<file path="config.mk">
export PLATFORM = sky130hd
export DESIGN_NAME = uart_rx_fifo
export DESIGN_NICKNAME = d
export VERILOG_FILES = /design/src/rtl/uart_rx_fifo.sv
export SDC_FILE = /design/constraint.sdc
export NUM_CORES = 1
export LEC_CHECK = 0
export ABC_AREA = 1
export BUFFER_PORTS_ARGS = -buffer_cell sky130_fd_sc_hd__buf_2
export CAP_MARGIN = 25
export CORE_ASPECT_RATIO = 0.75
export CORE_MARGIN = 2
export CORE_UTILIZATION = 65
export DETAILED_ROUTE_END_ITERATION = 8
export PLACE_DENSITY = 0.82
export SLEW_MARGIN = 10
export SYNTH_ARGS = -nofsm -noshare
export SYNTH_HDL_FRONTEND = slang
export SYNTH_SLANG_ARGS = --single-unit
</file>
<file path="constraint.sdc">
create_clock -name i_clk -period 3.2 [get_ports i_clk]
set_clock_uncertainty 0.2 [all_clocks]
set_input_delay 0.64 -clock i_clk [delete_from_list [all_inputs] [get_ports i_clk]]
set_output_delay 0.64 -clock i_clk [all_outputs]
set_load 0.02 [all_outputs]
</file>
<file path="src/rtl/uart_rx_fifo.sv">
// Byte FIFO behind uart_rx: one-shot capture with a registered ack pulse, FWFT consumer port.
// Optional statistics ports (drop count, high-water mark) when UART_RX_FIFO_STATS_EN is defined.
module uart_rx_fifo #(
  parameter int unsigned DEPTH_LOG2 = 4,
  parameter int unsigned DATA_W     = 8
) (
  input  logic                  i_clk,
  input  logic                  i_reset,
  input  logic [DATA_W-1:0]     i_rx_byte,
  input  logic                  i_rx_valid,
  output logic                  o_rx_ready,
  output logic [DATA_W-1:0]     o_data,
  output logic                  o_valid,
  input  logic                  i_ready,
  output logic [DEPTH_LOG2:0]   o_count,
  output logic                  o_overflow,
`ifdef UART_RX_FIFO_STATS_EN
  output logic [7:0]            o_drop_count,
  output logic [DEPTH_LOG2:0]   o_high_water,
`endif
  input  logic                  i_clear_overflow
);

  localparam int unsigned Depth = 1 << DEPTH_LOG2;
  localparam logic [DEPTH_LOG2-1:0] PtrOne  = 1;
  localparam logic [DEPTH_LOG2:0]   CntOne  = 1;
  localparam logic [DEPTH_LOG2:0]   CntFull = CntOne << DEPTH_LOG2;

  logic [DATA_W-1:0]     mem_q [Depth];
  logic [DEPTH_LOG2-1:0] wr_ptr_q, wr_ptr_d, rd_ptr_q, rd_ptr_d;
  logic [DEPTH_LOG2:0]   count_q, count_d;
  logic                  lock_q, lock_d;
  logic                  ack_q, ack_d;
  logic                  ovf_q, ovf_d;
  logic                  capture, pop, full, store, drop;

  always_comb begin
    capture = i_rx_valid & ~lock_q;
    pop     = (count_q != '0) & i_ready;
    full    = (count_q == CntFull);
    // A pop frees the slot the write lands in, so a full FIFO still accepts.
    store   = capture & (~full | pop);
    drop    = capture & ~store;

    lock_d   = lock_q;
    if (capture) begin
      lock_d = 1'b1;
    end else if (!i_rx_valid) begin
      lock_d = 1'b0;
    end
    ack_d    = capture;

    wr_ptr_d = store ? wr_ptr_q + PtrOne : wr_ptr_q;
    rd_ptr_d = pop ? rd_ptr_q + PtrOne : rd_ptr_q;

    count_d = count_q;
    case ({store, pop})
      2'b10:   count_d = count_q + CntOne;
      2'b01:   count_d = count_q - CntOne;
      default: count_d = count_q;
    endcase

    ovf_d = ovf_q;
    if (drop) begin
      ovf_d = 1'b1;
    end else if (i_clear_overflow) begin
      ovf_d = 1'b0;
    end
  end

  always_ff @(posedge i_clk or posedge i_reset) begin
    if (i_reset) begin
      wr_ptr_q <= '0;
      rd_ptr_q <= '0;
      count_q  <= '0;
      lock_q   <= 1'b0;
      ack_q    <= 1'b0;
      ovf_q    <= 1'b0;
    end else begin
      wr_ptr_q <= wr_ptr_d;
      rd_ptr_q <= rd_ptr_d;
      count_q  <= count_d;
      lock_q   <= lock_d;
      ack_q    <= ack_d;
      ovf_q    <= ovf_d;
    end
  end

  always_ff @(posedge i_clk) begin
    if (store) begin
      mem_q[wr_ptr_q] <= i_rx_byte;
    end
  end

  assign o_rx_ready = ack_q;
  assign o_data     = mem_q[rd_ptr_q];
  assign o_valid    = (count_q != '0);
  assign o_count    = count_q;
  assign o_overflow = ovf_q;

`ifdef UART_RX_FIFO_STATS_EN
  logic [7:0]          drop_cnt_q, drop_cnt_d;
  logic [DEPTH_LOG2:0] hw_q, hw_d;

  always_comb begin
    drop_cnt_d = (drop && drop_cnt_q != 8'hFF) ? drop_cnt_q + 8'd1 : drop_cnt_q;
    hw_d       = (count_d > hw_q) ? count_d : hw_q;
  end

  always_ff @(posedge i_clk or posedge i_reset) begin
    if (i_reset) begin
      drop_cnt_q <= '0;
      hw_q       <= '0;
    end else begin
      drop_cnt_q <= drop_cnt_d;
      hw_q       <= hw_d;
    end
  end

  assign o_drop_count = drop_cnt_q;
  assign o_high_water = hw_q;
`endif

endmodule

</file>
==> results.cfg <==
[outcome]
outcome = complete, no violations

[final_layout]
drive_above_1_share = 0.1503
stdcell_area_mm2 = 0.007096
area_delta_synth_final_pct = 14.57
final_nets = 581
diodes = 0
fillCellCount = 565

[logic_synthesis]
synth_top_area_frac = 0.6206
ys_ff_latch = 144
syn_nets = 542
yosys.area.top_type = edfxtp_1
yosys_warnings = 0
syn-cell-area_mm2 = 0.006193
ys_seq_area_frac = 0.6853
ys_top_cells_by_area = edfxtp_1 62%, dfrtp_1 6.5%, inv_1 5.1%
synth_cells = 520
avgSynthCellArea_um2 = 11.91
netlist-cell-type-count = 30

[clock_network]
cts_resized = 0
clk_pin_slew_worst_paths_ps = 60
cts_root_buffer = clkbuf_16
insertion_delay_ps = 420
cts_tree = yes
post_cts_buffers = 0
numCtsBuffers = 17
clock_path_buffers = 2
cts_sinks = 144
cts_hold_buf = 0
htree_levels = 4

[global_route]
grt_antenna_before_repair = 0
overflow = 0
grt_pass1_vias = 3911
track_usage = 0.2827
grt_max_degree = 65
grt_pass1_wl_mm = 20.55

[drt]
drtIter0Drc = 686
wl_met2_mm = 6.305
via_per_inst = 5.861
final_antenna_net_count = 0
dr.pass1.iters = 6
wl_met3_mm = 1.573
wl_met1_mm = 5.493
maxUsedRoutingLayer = met4
wl_mm = 13.65
drc_errors = 0
vias = 4103
routedWlPerCell_um = 19.50

[setup_path]
crit_path_top_delay_cell = dfrtp_4
rr_startpoint = o_count[1]
cp_common_cell = nand3_1
crit_type = flip-flop to primary output
cp-start-kind = flip-flop
path_buf_inv = 2
r2r_end = o_count[4]
crit_arrival_ps = 2310
crit_family = flip-flops
required_ps = 2360
r2r_slack_ps = 760
crit_path_max_fanout = 40
max_stage_delay_ps = 640
path_cells = buf_4 -> o21ai_0 -> nand3_1 -> nand3_1 -> nand2_1 -> buf_2
worstRegToRegCells = 13
end_kind = primary output

[job]
maxCapViolCount = 0

[sta]
setup_viol = 0
hold_viol_final = 0
fin_crit_sh = 0.9834
period_minus_slack_ps = 3147
relSlewSlack = 0.4839
tns_ps = 0
rsz0062_at_grt = no
tightest_slew_ps = 770.0
drv_slew = 0
fmax_ghz = 0.3178

[floorplanning]
dieArea_mm2 = 0.01033
die_h_um = 88.54
rows = 30
die_width_um = 116.7
io_pins = 29
core_area_mm2 = 0.009159
start_util = 0.6762

[placed_design]
dp_hpwl_mm = 8.502
io_buffer_count = 28
placed_cell_area_mm2 = 0.006520
place_congestion = 0.8988

[power_and_ir_drop]
power_density_mw_per_mm2 = 906.0
peakVddDrop_uv = 575.6
power.leakage_nw = 2.781

[min_path]
worstHoldPathType = primary input to async pin
report_power, final:
part	total, mW	switching [mW]	internal [mW]
logic	2.08	1.40	0.683
registers	2.43	0.216	2.21
clock network	1.92	0.722	1.20
total	6.43	2.33	4.10
flip-flops by register name (all words and copies together), names as in the netlist:
signal and count:
o_rx_ready 1, o_overflow 1, wr_ptr_q 4, o_count 5
rd_ptr_q 4, lock_q 1, mem_q 128
placed cells by master (no fill, tap or decap), drive strengths merged, types with 3 or more instances in the layout:
| cell | Yosys | layout |
|---|---|---|
| xor2 | 6 | 6 |
| bufinv | 0 | 3 |
| nand3 | 55 | 55 |
| inv | 84 | 84 |
| a21oi | 38 | 38 |
| nand2 | 55 | 55 |
| dfrtp | 16 | 16 |
| ha | 8 | 8 |
| o21ai | 34 | 34 |
| nor2 | 11 | 11 |
| clkbuf | 6 | 17 |
| o211ai | 32 | 32 |
| nor3 | 16 | 16 |
| buf | 22 | 48 |
| clkinv | 2 | 11 |
| clkinvlp | 0 | 3 |
| edfxtp | 128 | 128 |
synth_stat cells:
| master | count |
|---|---|
| nand2_4 | 1 |
| nand2_2 | 1 |
| o32ai_1 | 1 |
| nor3_1 | 14 |
| o21ai_0 | 34 |
| clkbuf_1 | 6 |
| buf_1 | 1 |
| inv_1 | 84 |
| fa_1 | 1 |
| a21oi_1 | 38 |
| buf_2 | 15 |
| nor2_2 | 1 |
| dfrtp_1 | 16 |
| nand3b_2 | 1 |
| nor2_4 | 1 |
| ha_1 | 8 |
| nand2_1 | 53 |
| buf_4 | 4 |
| nand3_1 | 52 |
| a21o_1 | 1 |
| xor2_1 | 6 |
| nor2_1 | 9 |
| nand4_1 | 1 |
| buf_6 | 2 |
| nor3_2 | 2 |
| xnor2_1 | 2 |
| clkinv_1 | 2 |
| o211ai_1 | 32 |
| nand3_2 | 3 |
| edfxtp_1 | 128 |
metrics by stage:
stage                     std cells    util  hold WS (ps)  setup WS [ps]  total power [mW]
after floorplan                 520       -         270.9          847.4             3.852
after global placement          668  0.7119         281.2          631.2             4.396
after detailed placement        668  0.7119         289.7          589.2             4.469
after CTS                       700  0.7747         130.2          138.6             6.395
after global routing            700  0.7747         142.2          22.32             6.709
final                           700  0.7747         119.1          53.22             6.429
worst max path at each step:
stage	from	depth (start not counted)	to	slack, ps
6_report	rd_ptr_q[0]	6	o_data[7]	50
5_1_grt	rd_ptr_q[0]	7	o_data[4]	20
4_1_cts	rd_ptr_q[0]	6	o_data[7]	140
3_5_place_dp	i_rx_valid	12	o_count[4]	590
3_3_place_gp	rd_ptr_q[0]	6	o_data[4]	630
2_1_floorplan	o_count[3]	13	o_count[4]	850
per-layer routing:
| layer | vias to the layer above | global-route usage |
|---|---|---|
| li1 | 1889 | - |
| met1 | 1924 | 0.3930 |
| met2 | 254 | 0.4272 |
| met3 | 36 | 0.09315 |
| met4 | 0 | 0.1005 |
| met5 | - | 0 |
final cells by class:
cell class              count  area (um^2)  share of cell area
flip-flops and latches    144         4249              0.5988
multi-input cells         262         1473              0.2075
clock buffers              17        425.4             0.05995
inverters                  86        322.8             0.04549
repair buffers             48        315.3             0.04444
well taps                 128        160.2             0.02257
clock inverters            15        150.1             0.02116
cells by family after synthesis:
logic type / count (synthesis) / synth area share
compound gates: 106 / 0.09960
xor+xnor: 8 / 0.01131
fa+ha+maj: 9 / 0.01939
buf+inv: 114 / 0.07697
flops: 144 / 0.6853
simple gates: 139 / 0.1075
No activity file was read; power rests on OpenSTA's default activity.
